`src/rtl/muldiv_seq_if.sv`:
```
// rtl/muldiv_seq_if.sv - EX-stage request/response bundle for the M-extension sequencer
interface muldiv_seq_if #(
  parameter int XLEN = 32
);
  logic            start;
  logic [2:0]      funct3;
  logic [XLEN-1:0] op_a;
  logic [XLEN-1:0] op_b;
  logic [4:0]      rd_in;
  logic            flush;
  logic            stall;
  logic            busy;
  logic            done;
  logic [XLEN-1:0] result;
  logic [4:0]      rd_out;
  logic            reg_write;

  modport master (
    output start, funct3, op_a, op_b, rd_in, flush,
    input  stall, busy, done, result, rd_out, reg_write
  );

  modport slave (
    input  start, funct3, op_a, op_b, rd_in, flush,
    output stall, busy, done, result, rd_out, reg_write
  );
endinterface

```
`src/rtl/muldiv_seq.sv`:
```
// rtl/muldiv_seq.sv - iterative RV32M multiply/divide sequencer (shift-add / restoring divide)
module muldiv_seq #(
  parameter int XLEN = 32
) (
  input  logic         clk,
  input  logic         rst,
  muldiv_seq_if.slave  bus
);
  localparam int CW = $clog2(XLEN);
  localparam logic [XLEN-1:0] MIN_NEG = {1'b1, {(XLEN-1){1'b0}}};

  typedef enum logic [1:0] {IDLE, CALC, DONE} state_t;

  state_t          state;
  state_t          state_nxt;

  logic [2:0]      f3_q;
  logic [4:0]      rd_q;
  logic            neg_a_q;
  logic            neg_b_q;
  logic [XLEN-1:0] opnd_q;      // multiplicand or divisor magnitude
  logic [XLEN-1:0] hi_q;        // product high half / partial remainder
  logic [XLEN-1:0] lo_q;        // multiplier bits / dividend bits, then quotient
  logic [CW-1:0]   cnt_q;
  logic [XLEN-1:0] result_q;
  logic [4:0]      rd_out_q;

  // Operand decode at the decode/execute boundary
  logic            accept;
  logic            is_div;
  logic            a_signed;
  logic            b_signed;
  logic            neg_a;
  logic            neg_b;
  logic [XLEN-1:0] abs_a;
  logic [XLEN-1:0] abs_b;
  logic            div_zero;
  logic            div_ovf;
  logic            special;
  logic [XLEN-1:0] special_res;

  // Iteration datapath
  logic [XLEN:0]     mul_sum;
  logic [XLEN:0]     trial;
  logic [XLEN-1:0]   hi_step;
  logic [XLEN-1:0]   lo_step;
  logic [2*XLEN-1:0] prod;
  logic [2*XLEN-1:0] prod_fix;
  logic [XLEN-1:0]   quot_fix;
  logic [XLEN-1:0]   rem_fix;
  logic [XLEN-1:0]   final_res;
  logic              last;

  // Classify the incoming op and derive operand magnitudes and special cases
  always_comb begin
    accept      = (state == IDLE) && bus.start && !bus.flush;
    is_div      = bus.funct3[2];
    a_signed    = (bus.funct3 == 3'b001) || (bus.funct3 == 3'b010) ||
                  (bus.funct3 == 3'b100) || (bus.funct3 == 3'b110);
    b_signed    = (bus.funct3 == 3'b001) || (bus.funct3 == 3'b100) ||
                  (bus.funct3 == 3'b110);
    neg_a       = a_signed && bus.op_a[XLEN-1];
    neg_b       = b_signed && bus.op_b[XLEN-1];
    abs_a       = neg_a ? -bus.op_a : bus.op_a;
    abs_b       = neg_b ? -bus.op_b : bus.op_b;
    div_zero    = is_div && (bus.op_b == '0);
    // Only DIV/REM (funct3[0]==0) can overflow
    div_ovf     = is_div && !bus.funct3[0] && (bus.op_a == MIN_NEG) && (bus.op_b == '1);
    special     = div_zero || div_ovf;
    // funct3[1] separates remainder ops from quotient ops
    if (div_zero) begin
      special_res = bus.funct3[1] ? bus.op_a : '1;
    end else begin
      special_res = bus.funct3[1] ? '0 : MIN_NEG;
    end
  end

  // One multiply or divide step, plus sign correction of the post-step values
  always_comb begin
    last    = (cnt_q == CW'(XLEN-1));
    mul_sum = {1'b0, hi_q} + (lo_q[0] ? {1'b0, opnd_q} : '0);
    trial   = {hi_q, lo_q[XLEN-1]} - {1'b0, opnd_q};
    if (f3_q[2]) begin
      if (!trial[XLEN]) begin
        hi_step = trial[XLEN-1:0];
        lo_step = {lo_q[XLEN-2:0], 1'b1};
      end else begin
        hi_step = {hi_q[XLEN-2:0], lo_q[XLEN-1]};
        lo_step = {lo_q[XLEN-2:0], 1'b0};
      end
    end else begin
      {hi_step, lo_step} = {mul_sum, lo_q[XLEN-1:1]};
    end
    prod     = {hi_step, lo_step};
    prod_fix = (neg_a_q ^ neg_b_q) ? -prod : prod;
    quot_fix = (neg_a_q ^ neg_b_q) ? -lo_step : lo_step;
    rem_fix  = neg_a_q ? -hi_step : hi_step;
    case (f3_q)
      3'b000:                 final_res = prod_fix[XLEN-1:0];
      3'b001, 3'b010, 3'b011: final_res = prod_fix[2*XLEN-1:XLEN];
      3'b100, 3'b101:         final_res = quot_fix;
      default:                final_res = rem_fix;
    endcase
  end

  // State register
  always_ff @(posedge clk or posedge rst) begin
    if (rst) begin
      state <= IDLE;
    end else begin
      state <= state_nxt;
    end
  end

  // Next-state logic; flush wins over start and over finishing a calculation
  always_comb begin
    state_nxt = state;
    case (state)
      IDLE: begin
        if (accept) begin
          state_nxt = special ? DONE : CALC;
        end
      end
      CALC: begin
        if (bus.flush) begin
          state_nxt = IDLE;
        end else if (last) begin
          state_nxt = DONE;
        end
      end
      DONE:    state_nxt = IDLE;
      default: state_nxt = IDLE;
    endcase
  end

  // Pipeline-facing outputs decoded from state
  always_comb begin
    bus.busy      = (state != IDLE);
    bus.done      = (state == DONE);
    bus.stall     = accept || (state == CALC);
    bus.reg_write = (state == DONE) && (rd_out_q != 5'd0);
    bus.result    = result_q;
    bus.rd_out    = rd_out_q;
  end

  // Operand capture, iteration registers and the held result/rd
  always_ff @(posedge clk or posedge rst) begin
    if (rst) begin
      f3_q     <= '0;
      rd_q     <= '0;
      neg_a_q  <= 1'b0;
      neg_b_q  <= 1'b0;
      opnd_q   <= '0;
      hi_q     <= '0;
      lo_q     <= '0;
      cnt_q    <= '0;
      result_q <= '0;
      rd_out_q <= '0;
    end else if (accept) begin
      f3_q    <= bus.funct3;
      rd_q    <= bus.rd_in;
      neg_a_q <= neg_a;
      neg_b_q <= neg_b;
      opnd_q  <= is_div ? abs_b : abs_a;
      lo_q    <= is_div ? abs_a : abs_b;
      hi_q    <= '0;
      cnt_q   <= '0;
      if (special) begin
        result_q <= special_res;
        rd_out_q <= bus.rd_in;
      end
    end else if ((state == CALC) && !bus.flush) begin
      hi_q  <= hi_step;
      lo_q  <= lo_step;
      cnt_q <= cnt_q + CW'(1);
      if (last) begin
        result_q <= final_res;
        rd_out_q <= rd_q;
      end
    end
  end
endmodule

```
`src/flat_wrapper.sv`:
```
// flat-port wrapper written by rule: the top's interface ports become plain ports
module muldiv_seq_flat 
#(
  parameter int XLEN = 32
)
  (clk, rst, bus_start, bus_funct3, bus_op_a, bus_op_b, bus_rd_in, bus_flush, bus_stall, bus_busy, bus_done, bus_result, bus_rd_out, bus_reg_write);
  muldiv_seq_if #(.XLEN(XLEN)) bus_i ();
  input  logic clk;
  input  logic rst;
  input wire logic [$bits(bus_i.start)-1:0] bus_start;
  input wire logic [$bits(bus_i.funct3)-1:0] bus_funct3;
  input wire logic [$bits(bus_i.op_a)-1:0] bus_op_a;
  input wire logic [$bits(bus_i.op_b)-1:0] bus_op_b;
  input wire logic [$bits(bus_i.rd_in)-1:0] bus_rd_in;
  input wire logic [$bits(bus_i.flush)-1:0] bus_flush;
  output wire logic [$bits(bus_i.stall)-1:0] bus_stall;
  output wire logic [$bits(bus_i.busy)-1:0] bus_busy;
  output wire logic [$bits(bus_i.done)-1:0] bus_done;
  output wire logic [$bits(bus_i.result)-1:0] bus_result;
  output wire logic [$bits(bus_i.rd_out)-1:0] bus_rd_out;
  output wire logic [$bits(bus_i.reg_write)-1:0] bus_reg_write;
  assign bus_i.start = bus_start;
  assign bus_i.funct3 = bus_funct3;
  assign bus_i.op_a = bus_op_a;
  assign bus_i.op_b = bus_op_b;
  assign bus_i.rd_in = bus_rd_in;
  assign bus_i.flush = bus_flush;
  assign bus_stall = bus_i.stall;
  assign bus_busy = bus_i.busy;
  assign bus_done = bus_i.done;
  assign bus_result = bus_i.result;
  assign bus_rd_out = bus_i.rd_out;
  assign bus_reg_write = bus_i.reg_write;
  muldiv_seq #(.XLEN(XLEN)) u_core (.clk(clk), .rst(rst), .bus(bus_i));
endmodule
```
`config.mk`:
```
export PLATFORM = sky130hd
export DESIGN_NAME = muldiv_seq_flat
export DESIGN_NICKNAME = d
export VERILOG_FILES = /design/src/rtl/muldiv_seq_if.sv /design/src/rtl/muldiv_seq.sv /design/src/flat_wrapper.sv
export SDC_FILE = /design/constraint.sdc
export NUM_CORES = 1
export LEC_CHECK = 0
export ABC_CLOCK_PERIOD_IN_PS = 11700
export BUFFER_PORTS_ARGS = -buffer_cell sky130_fd_sc_hd__buf_4
export CAP_MARGIN = 30
export CORE_ASPECT_RATIO = 1.2
export CORE_UTILIZATION = 50
export CTS_CLUSTER_DIAMETER = 30
export DETAILED_ROUTE_END_ITERATION = 10
export HOLD_SLACK_MARGIN = 0.12
export PLACE_DENSITY_LB_ADDON = 0.3
export SLEW_MARGIN = 20
export SYNTH_ARGS = -nofsm -noshare
export SYNTH_HDL_FRONTEND = slang
export SYNTH_SLANG_ARGS = --single-unit
export TNS_END_PERCENT = 100
```
`constraint.sdc`:
```
create_clock -name clk -period 11.7 [get_ports clk]
set_input_delay 3.51 -clock clk [delete_from_list [all_inputs] [get_ports clk]]
set_output_delay 3.51 -clock clk [all_outputs]
set_load 0.02 [all_outputs]
```
# == Yosys cells after proc, flatten, opt, wreduce, memory -nomap -nowiden ==
# Index checks and enable logic that the tools add are counted.
# totals
register_bits,150
latchBits,0
word_cells,102
n_memories,0
ram_bits,0
rom_bits,0
# op_classes
n_shift,0
n_div,0
n_bitwise,1
n_mux,35
mul,0
n_eq_ne,17
reduce_logical,30
order_cmp,0
add_sub_neg,8
# ops
cell,n
$mux W32,21
$neg A32 Y32,4
$pmux W32 S3,1
$eq A32 B32 Y1 const B,2
$mux W64,1
$neg A64 Y64,1
$add A32 B33 Y33,1
$sub A33 B32 Y33,1
$logic_not A32 Y1,1
$mux W5,6
$eq A3 B3 Y1 const B,4
$logic_and A1 B1 Y1,10
$eq A3 B2 Y1 const B,3
$mux W2,4
$logic_or A1 B1 Y1,7
$eq A3 B1 Y1 const B,2
$reduce_bool A2 Y1,3
$add A5 B1 Y5 const B,1
$eq A5 B5 Y1 const B,1
$reduce_bool A5 Y1,1
$pmux W2 S2,1
$logic_not A3 Y1,1
$ne A3 B2 Y1 const B,1
$reduce_and A3 Y1,1
11 further kinds,12

# == Depth between registers and ports, before layout ==
# depth
depth_word,9
ltp_mapped,24
ltp_nobuf,24

# == Worst setup path before layout ==
# OpenSTA, ideal clock, no wires.
# synth_timing
kind,input to output
startpoint,input bus_flush
endpoint,output bus_stall
t_arrival_ns,4.373
setup_slack_ns,3.817
path_stages,4
path_cell_list,nor2_1 nand3_1 clkbuf_1 o21ai_0
# synth_between
elab_chain_cells,3
# synth_lines
item,line,text
from (decl),flat_wrapper.sv:15,input wire logic [$bits(bus_i.flush)-1:0] bus_flush;
$logic_not A1 Y1,muldiv_seq.sv:56,accept = (state == IDLE) && bus.start && !bus.flush;
$logic_and A1 B1 Y1,muldiv_seq.sv:56,
$logic_or A1 B1 Y1,muldiv_seq.sv:140,bus.stall = accept || (state == CALC);
to (decl),flat_wrapper.sv:16,output wire logic [$bits(bus_i.stall)-1:0] bus_stall;
# Every way passes these cells.

# == Worst setup path in the final report ==
# Ends and elaborated chain as after synthesis.

==> metrics <==
r2r startpoint=u_core.lo_q[31]; CTS tree=yes; Worst setup SP type=primary input; placed wire-length estimate=55.0 mm; Via density=6.68; DRT Wirelength=69.9 mm; clock share of power=11.6%; vias in the first global route=16400; pre-CTS setup slack=3.96 ns; hold buffer count at cts=0; Crit Path Class=in2out; Primary FF master, synth=dfrtp_1; PostCTS Resize Cnt=0; Die W=166 um; Seq. cell area=3760 um2; fraction of registers with async set/reset=100%; Data arrival, critical path=4.23 ns; grt ovf=0; core area=31600 um2; Starting Density=51.2%; area of the multi-input gates=11700 um2; Die ar.=33100 um2; clock net sink count=150; measured slew at the worst slew-check pin=1.03 ns; Internal=0.00216 W; worst-skew pair later-pin latency=0.47 ns; Final Max Slew Viols=0; Mean Syn Cell Area=7.36 um2; largest net degree at the start of global routing=96; Final setup viols=0; fill cell count=3117; H-tree levels=4; Psw=0.00281 W; Seq/Total Area, Yosys=23.2%; Synth Register Bits=150; die height=199 um; GRT Util Overall=42.1%; layout cell share with drive strength beyond 1=10.2%; Crit. Startpoint=bus_flush; Power per Cell Area=277 nW/um2; CP max FO=4; postcts setup bufs=0; Yosys cell types=90; number of flops mapped to enable cells by yosys=0; first-pass GRT wire length=104 mm; total negative slack=0 ns; DR iter-0 viols=1793; fin crit period=7.74 ns; cells after synthesis=2199; required time worst endpoint=8.19 ns; Worst Skew=0.0122 ns; post-synth top area cell=dfrtp_1; Synth Warn #=0; Wirelength per Cell=26.3 um; Worst Setup End Kind=primary output; hold path startpoint=u_core.rd_q[3]; combinational share of power=71.8%; antenna viol nets, final=0; Max-Cap Viols=0; Worst-path clk slew=0.07 ns; most common cell after layout, fill and taps aside=nand2_1; worst vdd ir=0.000199 V; DRT Pass-1 Iters=8; Static Leakage=7.58 nW; maximum clock path buffer count=2; setup slack after layout=3.96 ns; final count of hold timing violations=0; antenna violations before repair=1; residual DRC count=0; Layout area overhead=11.1%; root buf cell=clkbuf_16; switching share of power=56.6%; Hold Crit Class=reg2reg; # rows=71; nets@finish=2390; RSZ-0062 raised after global routing=no; IO Count=117; CTS buffer count=17; commonest non-fill, non-tap cells in the layout=276 x nand2_1, 223 x o21ai_0, 204 x nor2_1; Mapped Nets=2348; status=completed; fmax=129 MHz; Post-Syn Area=16200 um2; relative slew slack=31.2%; Vias=17700; sequential power share=16.5%; largest cells by area after synthesis=dfrtp_1 23%, o21ai_0 6.9%, nand2_1 6.4%, a21oi_1 5.9%, ha_1 5.5%; Final period util=66.2%; Placer Congestion=1.02; IO buf count=116; Yosys top cell area share=23.2%
cell usage after synthesis, drive strengths merged (31+ instances only):
cell / count
xor2: 100
o21a: 31
mux2i: 47
and2: 43
nand4: 31
nor3: 55
nand3: 35
clkbuf: 99
buf: 32
dfrtp: 150
o21ai: 233
o211ai: 58
inv: 62
ha: 71
xnor2: 92
nand2: 277
a31oi: 39
nor2: 205
a21oi: 192
power groups by stage:
stage | logic (W) | clock network, W | registers (W)
after detailed placement | 0.00342 | 0 | 0.000821
after global routing | 0.00381 | 0.000598 | 0.000835
after CTS | 0.00345 | 0.000581 | 0.000813
after global placement | 0.00340 | 0 | 0.000818
final | 0.00357 | 0.000578 | 0.000822
after floorplan | 0.00241 | 0 | 0.000745
cell families after synthesis:
group,after synthesis,synth area share [%]
AND/OR/NAND/NOR,770,22.4
AO/OA/AOI/OAI,765,30.2
XOR/XNOR,192,10.4
flip-flops,150,23.2
adder cells (fa/ha/maj),73,5.74
multiplexers,53,3.33
buffers and inverters,196,4.72
worst max-delay path: stages:
cell and delay (ns):
buf_4 0.11, nor2_1 0.24, nand3_2 0.11, o21ai_0 0.09, buf_4 0.17
through the flow:
stage / hold WS [ns] / area (um2) / std cells / utilization (%) / power [W]
floorplan: 0.439 / 16200 / 2199 / - / 0.00316
global placement: 0.451 / 17300 / 2618 / 54.8 / 0.00422
detailed placement: 0.459 / 17300 / 2619 / 54.8 / 0.00424
CTS: 0.478 / 17900 / 2651 / 56.7 / 0.00485
global route: 0.518 / 18000 / 2655 / 56.8 / 0.00524
finish: 0.472 / 18000 / 2656 / 56.8 / 0.00497
final timing paths:
| check | endpoint | slack [ns] | cells past startpoint |
|---|---|---|---|
| worst min-delay path | u_core.rd_q[3] | 0.47 | 2 |
| min in group asynchronous | u_core.hi_q[26] | 2.98 | 2 |
| max in group asynchronous | u_core.lo_q[24] | 7.31 | 4 |
| worst max-delay path | bus_stall | 3.96 | 5 |
| worst min register to register | u_core.rd_q[3] | 0.47 | 2 |
| worst max register to register | u_core.bus.result[24] | 4.75 | 23 |
flip-flops by register name, indices dropped and copies added (netlist names), 2 cells and up:
name,count
u_core.bus.result,32
u_core.state,2
u_core.lo_q,32
u_core.opnd_q,32
u_core.rd_q,5
u_core.hi_q,32
u_core.cnt_q,5
u_core.f3_q,3
u_core.bus.rd_out,5
final cells by class:
type / count / area share [%]
diodes: 1 / 0.0139
flip-flops and latches: 150 / 20.9
repair buffers: 154 / 6.56
multi-input cells: 1853 / 65.1
clock buffers: 18 / 2.44
inverters: 65 / 1.38
clock inverters: 14 / 0.849
well taps: 401 / 2.79
routing by layer:
layer	share of wire [%]	track usage (%)	vias up
met5	0	0	-
met4	8.2	31.2	0
met3	8.8	8.64	218
met2	44	66.1	888
met1	39	51.5	8511
li1	-	-	8123
No activity file was read; power rests on OpenSTA's default activity.
